## src/rtl/sram_port_arbiter_if.sv

```systemverilog
// Requester-side bundle for sram_port_arbiter: the request handshake and
// the read-response channel for both requesters. Requesters drive the
// master modport; the arbiter takes the slave modport.
interface sram_port_arbiter_if #(
    parameter int W_DATA = 32,
    parameter int W_ADDR = 11
);
    logic                  req0_valid;
    logic                  req0_ready;
    logic                  req0_write;
    logic [W_ADDR-1:0]     req0_addr;
    logic [W_DATA-1:0]     req0_wdata;
    logic [W_DATA/8-1:0]   req0_wmask;
    logic                  rsp0_valid;
    logic [W_DATA-1:0]     rsp0_rdata;

    logic                  req1_valid;
    logic                  req1_ready;
    logic                  req1_write;
    logic [W_ADDR-1:0]     req1_addr;
    logic [W_DATA-1:0]     req1_wdata;
    logic [W_DATA/8-1:0]   req1_wmask;
    logic                  rsp1_valid;
    logic [W_DATA-1:0]     rsp1_rdata;

    modport master (
        output req0_valid, req0_write, req0_addr, req0_wdata, req0_wmask,
        input  req0_ready, rsp0_valid, rsp0_rdata,
        output req1_valid, req1_write, req1_addr, req1_wdata, req1_wmask,
        input  req1_ready, rsp1_valid, rsp1_rdata
    );

    modport slave (
        input  req0_valid, req0_write, req0_addr, req0_wdata, req0_wmask,
        output req0_ready, rsp0_valid, rsp0_rdata,
        input  req1_valid, req1_write, req1_addr, req1_wdata, req1_wmask,
        output req1_ready, rsp1_valid, rsp1_rdata
    );
endinterface

```

## src/rtl/sram_port_arbiter.sv

```systemverilog
// Two-requester arbiter in front of one byte-enabled synchronous SRAM with
// a 1-cycle read latency. One access is granted per cycle; read data comes
// back to the requester that issued the read one cycle after acceptance and
// is held until the next response for that requester.
// Optional feature: define SRAM_ARB_ROUND_ROBIN_EN for round-robin
// arbitration; otherwise requester 0 has fixed priority.
module sram_port_arbiter #(
    parameter int W_DATA = 32,
    parameter int W_ADDR = 11
) (
    input  logic                  clk,
    input  logic                  rst,
    sram_port_arbiter_if.slave    bus,
    output logic [W_ADDR-1:0]     sram_addr,
    output logic [W_DATA-1:0]     sram_wdata,
    output logic [W_DATA/8-1:0]   sram_wen,
    input  logic [W_DATA-1:0]     sram_rdata
);
    localparam int W_MASK = W_DATA / 8;

    logic              gnt0;
    logic              gnt1;
    logic              rd0_vld_p1;
    logic              rd1_vld_p1;
    logic [W_DATA-1:0] held0_p1;
    logic [W_DATA-1:0] held1_p1;

`ifdef SRAM_ARB_ROUND_ROBIN_EN
    // Preferred requester on a tie; flips to the loser after every grant.
    logic ptr_p1;

    // Round-robin grant: the preferred requester wins a tie.
    always_comb begin
        gnt0 = 1'b0;
        gnt1 = 1'b0;
        if (!rst) begin
            if (bus.req0_valid && (!bus.req1_valid || !ptr_p1))
                gnt0 = 1'b1;
            else if (bus.req1_valid)
                gnt1 = 1'b1;
        end
    end

    // Point at the requester that was not granted this cycle.
    always_ff @(posedge clk) begin
        if (rst)
            ptr_p1 <= 1'b0;
        else if (gnt0)
            ptr_p1 <= 1'b1;
        else if (gnt1)
            ptr_p1 <= 1'b0;
    end
`else
    // Fixed priority grant: requester 0 always wins, requester 1 may starve.
    always_comb begin
        gnt0 = !rst && bus.req0_valid;
        gnt1 = !rst && bus.req1_valid && !bus.req0_valid;
    end
`endif

    assign bus.req0_ready = gnt0;
    assign bus.req1_ready = gnt1;

    // SRAM request side: address/data follow requester 1 only when it holds
    // the grant, so idle cycles present requester 0's address.
    always_comb begin
        sram_addr  = gnt1 ? bus.req1_addr  : bus.req0_addr;
        sram_wdata = gnt1 ? bus.req1_wdata : bus.req0_wdata;
        sram_wen   = '0;
        if (gnt0 && bus.req0_write)
            sram_wen = bus.req0_wmask;
        else if (gnt1 && bus.req1_write)
            sram_wen = bus.req1_wmask;
    end

    // ---- p0 -> p1: remember which requester owns the read in flight ----
    always_ff @(posedge clk) begin
        if (rst) begin
            rd0_vld_p1 <= 1'b0;
            rd1_vld_p1 <= 1'b0;
        end else begin
            rd0_vld_p1 <= gnt0 && !bus.req0_write;
            rd1_vld_p1 <= gnt1 && !bus.req1_write;
        end
    end

    assign bus.rsp0_valid = rd0_vld_p1 && !rst;
    assign bus.rsp1_valid = rd1_vld_p1 && !rst;

    // Capture each delivered read so it stays visible between responses.
    always_ff @(posedge clk) begin
        if (rst) begin
            held0_p1 <= '0;
            held1_p1 <= '0;
        end else begin
            if (bus.rsp0_valid)
                held0_p1 <= sram_rdata;
            if (bus.rsp1_valid)
                held1_p1 <= sram_rdata;
        end
    end

    // Response data: live SRAM output on the delivery cycle, held value after.
    always_comb begin
        if (rst) begin
            bus.rsp0_rdata = '0;
            bus.rsp1_rdata = '0;
        end else begin
            bus.rsp0_rdata = bus.rsp0_valid ? sram_rdata : held0_p1;
            bus.rsp1_rdata = bus.rsp1_valid ? sram_rdata : held1_p1;
        end
    end

    logic unused_mask_w;
    assign unused_mask_w = (W_MASK == 0);
endmodule

```

## src/flat_wrapper.sv

```systemverilog
// flat-port wrapper written by rule: the top's interface ports become plain ports
module sram_port_arbiter_flat 
#(
    parameter int W_DATA = 32,
    parameter int W_ADDR = 11
)
  (clk, rst, sram_addr, sram_wdata, sram_wen, sram_rdata, bus_req0_valid, bus_req0_write, bus_req0_addr, bus_req0_wdata, bus_req0_wmask, bus_req0_ready, bus_rsp0_valid, bus_rsp0_rdata, bus_req1_valid, bus_req1_write, bus_req1_addr, bus_req1_wdata, bus_req1_wmask, bus_req1_ready, bus_rsp1_valid, bus_rsp1_rdata);
  sram_port_arbiter_if #(.W_DATA(W_DATA), .W_ADDR(W_ADDR)) bus_i ();
  input  logic clk;
  input  logic rst;
  output logic [W_ADDR-1:0] sram_addr;
  output logic [W_DATA-1:0] sram_wdata;
  output logic [W_DATA/8-1:0] sram_wen;
  input  logic [W_DATA-1:0] sram_rdata;
  input wire logic [$bits(bus_i.req0_valid)-1:0] bus_req0_valid;
  input wire logic [$bits(bus_i.req0_write)-1:0] bus_req0_write;
  input wire logic [$bits(bus_i.req0_addr)-1:0] bus_req0_addr;
  input wire logic [$bits(bus_i.req0_wdata)-1:0] bus_req0_wdata;
  input wire logic [$bits(bus_i.req0_wmask)-1:0] bus_req0_wmask;
  output wire logic [$bits(bus_i.req0_ready)-1:0] bus_req0_ready;
  output wire logic [$bits(bus_i.rsp0_valid)-1:0] bus_rsp0_valid;
  output wire logic [$bits(bus_i.rsp0_rdata)-1:0] bus_rsp0_rdata;
  input wire logic [$bits(bus_i.req1_valid)-1:0] bus_req1_valid;
  input wire logic [$bits(bus_i.req1_write)-1:0] bus_req1_write;
  input wire logic [$bits(bus_i.req1_addr)-1:0] bus_req1_addr;
  input wire logic [$bits(bus_i.req1_wdata)-1:0] bus_req1_wdata;
  input wire logic [$bits(bus_i.req1_wmask)-1:0] bus_req1_wmask;
  output wire logic [$bits(bus_i.req1_ready)-1:0] bus_req1_ready;
  output wire logic [$bits(bus_i.rsp1_valid)-1:0] bus_rsp1_valid;
  output wire logic [$bits(bus_i.rsp1_rdata)-1:0] bus_rsp1_rdata;
  assign bus_i.req0_valid = bus_req0_valid;
  assign bus_i.req0_write = bus_req0_write;
  assign bus_i.req0_addr = bus_req0_addr;
  assign bus_i.req0_wdata = bus_req0_wdata;
  assign bus_i.req0_wmask = bus_req0_wmask;
  assign bus_req0_ready = bus_i.req0_ready;
  assign bus_rsp0_valid = bus_i.rsp0_valid;
  assign bus_rsp0_rdata = bus_i.rsp0_rdata;
  assign bus_i.req1_valid = bus_req1_valid;
  assign bus_i.req1_write = bus_req1_write;
  assign bus_i.req1_addr = bus_req1_addr;
  assign bus_i.req1_wdata = bus_req1_wdata;
  assign bus_i.req1_wmask = bus_req1_wmask;
  assign bus_req1_ready = bus_i.req1_ready;
  assign bus_rsp1_valid = bus_i.rsp1_valid;
  assign bus_rsp1_rdata = bus_i.rsp1_rdata;
  sram_port_arbiter #(.W_DATA(W_DATA), .W_ADDR(W_ADDR)) u_core (.clk(clk), .rst(rst), .bus(bus_i), .sram_addr(sram_addr), .sram_wdata(sram_wdata), .sram_wen(sram_wen), .sram_rdata(sram_rdata));
endmodule
```

## config.mk

```make
export PLATFORM = sky130hd
export DESIGN_NAME = sram_port_arbiter_flat
export DESIGN_NICKNAME = d
export VERILOG_FILES = /design/src/rtl/sram_port_arbiter_if.sv /design/src/rtl/sram_port_arbiter.sv /design/src/flat_wrapper.sv
export SDC_FILE = /design/constraint.sdc
export NUM_CORES = 1
export LEC_CHECK = 0
export BUFFER_PORTS_ARGS = -buffer_cell sky130_fd_sc_hd__buf_2
export CORE_MARGIN = 5
export CORE_UTILIZATION = 38
export CTS_CLUSTER_DIAMETER = 40
export CTS_CLUSTER_SIZE = 10
export DETAILED_ROUTE_END_ITERATION = 8
export PLACE_DENSITY = 0.8
export RECOVER_POWER = 50
export SKIP_LAST_GASP = 1
export SLEW_MARGIN = 0
export SYNTH_ARGS = -nofsm -noshare
export SYNTH_HDL_FRONTEND = slang
export SYNTH_SLANG_ARGS = --single-unit
```

## constraint.sdc

```tcl
create_clock -name clk -period 2.8 [get_ports clk]
set_clock_uncertainty 0.15 [all_clocks]
set_input_delay 0.84 -clock clk [delete_from_list [all_inputs] [get_ports clk]]
set_output_delay 0.84 -clock clk [all_outputs]
set_load 0.05 [all_outputs]
```

[Word-level counts from Yosys, hierarchy flattened]
Index checks and enable logic that the tools add are counted.
Cells by class
  mux-type cells: 8
  reduce and logical (&&, ||, !) cells: 13
Operators by type and width (count)
  2-to-1 mux 32 bit: 5
  2-to-1 mux 11 bit: 1
  logical AND 1 bit: 9
  2-to-1 mux 4 bit: 2
  logical NOT 1 bit: 4
Word-level totals
  register bits: 66
  input bits: 132
  output and inout bits: 115

[Logic depth before layout (Yosys ltp)]
  depth in word-level cells: 6
  depth in mapped cells: 4

[Least setup slack after synthesis]
OpenSTA, ideal clock, no wires.
  path kind: in2out
  start point: in rst
  end point: out sram_addr[6]
  arrival time: 1996 ps
  data required time: 1810 ps
  path slack: -186 ps
  cell stages on the path: 4
  path buffers: 2
  cells stage by stage: nor3b_2 > buf_4 > buf_6 > mux2_1
On the way
  longest elaborated chain between the ends: 4
RTL lines
  from (decl): RTL line flat_wrapper.sv:10  | input logic rst;
  logical NOT 1 bit: RTL line sram_port_arbiter.sv:57  | gnt1 = !rst && bus.req1_valid && !bus.req0_valid;
  logical AND 1 bit (2 in a row): RTL line sram_port_arbiter.sv:57
  named net bus_req1_ready: RTL line flat_wrapper.sv:28  | output wire logic [$bits(bus_i.req1_ready)-1:0] bus_req1_ready;
  2-to-1 mux 11 bit: RTL line sram_port_arbiter.sv:67  | sram_addr = gnt1 ? bus.req1_addr : bus.req0_addr;
  to (decl): RTL line flat_wrapper.sv:11  | output logic [W_ADDR-1:0] sram_addr;
The timed path passes the listed nets, and every way through them passes these cells.

[Final worst setup path]
  start point: in rst
  end point: out sram_addr[6]
On the way
  longest elaborated chain between the ends: 4
RTL lines (RTL line)
  logical NOT 1 bit: sram_port_arbiter.sv:57
  logical AND 1 bit (2 in a row): sram_port_arbiter.sv:57
  2-to-1 mux 11 bit: sram_port_arbiter.sv:67
No other way between the ends.

==> run metrics <==
RR Endpoint=u_core.held1_p1[0]; leakage=2.572 nW; Ys Warns=0; ratio of final minimum period to clock period=108.9%; number of buffers created by CTS=9; Die X=97.06 µm; unrepaired setup endpoints after global routing=true; chip height=97.06 µm; Reg clk slew, reported paths=0.08 ns; crit path capture=sram_addr[6]; CTS Root Cell=clkbuf_8; pre-CTS setup slack=-0.2634 ns; DR WL/cell=20.89 µm; failing checks=setup timing; library cells used by synthesis=14; drt total wl=13.03 mm; final-report setup violation count=47; total congestion overflow=0; Syn Std Cell Area=2880 µm²; fin nets=652; initial antenna violation count=0; Cells after Synth=268; largest net degree at the start of global routing=68; most frequent cells in the layout=buf_2 (172), mux2i_1 (64), dfxtp_1 (64); CP Class=in -> out; crit path launch type=input pin; layout cells sized above 1=62.67%; #FFs+latches synth=66; max-slew violations=0; Boundary Pins=247; Top delay family on crit path=buffers and inverters; status=finished, violations left; worst vdd ir=0.3408 mV; Routed Antenna Nets=0; Detail Placement HPWL=8.675 mm; Worst path slowest cell=mux2_4; Fmax achieved=0.3279 GHz; Port Buffer Count=246; Slowest Stage Delay on Critical Path=0.33 ns; RR Startpoint=u_core.rd1_vld_p1; Critical Path End Type=output pin; WP data required=1.81 ns; Yosys top cell area share=45.87%; Clock Path Buffers=2; Net Count, Synth=400; Worst Setup SP=rst; R2R Setup Slk=1.41 ns; clock sink count=66; Starting Density=39.29%; drt drc=0; worst hold margin=0.3532 ns; synth top area cells=dfxtp_1 (46%), mux2i_1 (22%), mux2_2 (15%); Hold Crit Class=reg -> reg; FP Rows=31; clock latency on the worst-skew pair=0.32 ns; Hold Vio Cnt, Final=0; vias per cell=4.885; reg2reg path depth=3; vias in the first global route=3176; post-route setup slack=-0.2498 ns; Mapped Avg Cell Area=10.75 µm²; most common cell after layout, fill and taps aside=buf_2; fill cell count=496; actual slew at the worst max-slew pin=0.3242 ns; Max FO, Critical Path=6; CTS tree=yes; post-route setup TNS=-8.965 ns; Rel. slew slack=78.39%; post-layout min period=3.050 ns; Via Count=3048; Pwr per Cell Area=485.5 nW/µm²; area leader, netlist=dfxtp_1; GRT Total Usage=24.74%; n_diodes=0; worst path cell trace=buf_8 -> nor3b_4 -> buf_6 -> clkbuf_16 -> mux2_4 -> buf_6; CP arrival=2.06 ns; Core Region=7331 µm²; register area share after synthesis=45.87%; hold buffer count at CTS=0; die area=9421 µm²; CP dominant cell by count=buf_6; first-pass GRT wire length=18.35 mm; Placer Congestion=0.8735; DR iter-0 viols=118; Layout area overhead=84.54%; DR pass1 iterations=4; Critical path buffers and inverters=4; Max-Cap Viols=0; Levels on crit path=6; htree depth=3
how the worst min path moves through the flow:
stage | start | to | slack, ns | cells past startpoint
after global routing | u_core.held0_p1[17] | u_core.held0_p1[17] | 0.39 | 2
final | u_core.held0_p1[23] | u_core.held0_p1[23] | 0.35 | 2
after CTS | u_core.held1_p1[28] | u_core.held1_p1[28] | 0.36 | 2
after detailed placement | u_core.held1_p1[28] | u_core.held1_p1[28] | 0.34 | 2
after floorplan | u_core.held0_p1[22] | u_core.held0_p1[22] | 0.51 | 2
after global placement | u_core.held0_p1[25] | u_core.held0_p1[25] | 0.33 | 2
sequential cells by signal, indices dropped and copies added, names as in the netlist:
| register | cells |
|---|---|
| u_core.rd1_vld_p1 | 1 |
| u_core.held0_p1 | 32 |
| u_core.held1_p1 | 32 |
| u_core.rd0_vld_p1 | 1 |
worst min-delay path, stage by stage, from the launching register on:
cell	delay, ns
dfxtp_1	0.31
mux2i_1	0.07
nor2_2	0.09
layout make-up:
| class | instances | area [µm²] | share of cell area [%] |
|---|---|---|---|
| well taps | 99 | 123.9 | 2.331 |
| clock inverters | 6 | 65.06 | 1.224 |
| clock buffers | 10 | 137.6 | 2.589 |
| multi-input cells | 182 | 1605 | 30.20 |
| flip-flops and latches | 66 | 1324 | 24.91 |
| repair buffers | 261 | 2059 | 38.75 |
power by group:
group	leakage (nW)	switching, mW	internal, mW
logic	1.93	0.461	0.336
registers	0.536	0.00951	0.965
clock network	0.103	0.372	0.437
metrics by stage:
| stage | cell area [µm²] | total power, mW | util, % | instances |
|---|---|---|---|---|
| after floorplan | 2933 | 1.409 | - | 268 |
| after global placement | 4368 | 1.617 | 59.58 | 599 |
| after detailed placement | 4368 | 1.628 | 59.58 | 599 |
| after CTS | 5011 | 2.534 | 68.36 | 622 |
| after global routing | 5315 | 2.676 | 72.50 | 624 |
| final | 5315 | 2.581 | 72.50 | 624 |
synthesized netlist by cell type:
cell type / n
buf_1: 2
buf_2: 12
mux2_2: 39
dfxtp_1: 66
buf_4: 1
clkbuf_1: 4
and3b_1: 1
nor2_1: 64
mux2i_1: 64
nor3b_2: 1
nor2b_1: 5
a32o_1: 4
buf_6: 1
mux2_1: 4
logic make-up after synthesis:
| group | count (synthesis) | share of synthesized area, % |
|---|---|---|
| multiplexers | 107 | 39.05 |
| buffers and inverters | 20 | 3.519 |
| AO/OA/AOI/OAI | 4 | 1.390 |
| AND/OR/NAND/NOR | 71 | 10.17 |
| flip-flops | 66 | 45.87 |
layer usage:
| layer | vias to the layer above | routed length, µm | share of wire [%] | global-route usage, % |
|---|---|---|---|---|
| met2 | 152 | 6910 | 53 | 43.15 |
| met3 | 22 | 920 | 7.1 | 7.897 |
| li1 | 1427 | - | - | - |
| met1 | 1447 | 4929 | 38 | 28.68 |
| met4 | 0 | 274 | 2.1 | 7.775 |
| met5 | - | 0 | 0 | 0 |
repair_timing:
action,CTS,global route
resized for setup,102,81
endpoints found under the setup margin,114,103
cloned,4,2
setup buffers,3,0
pin swaps,2,2
Power figures use the tool's default switching activity.
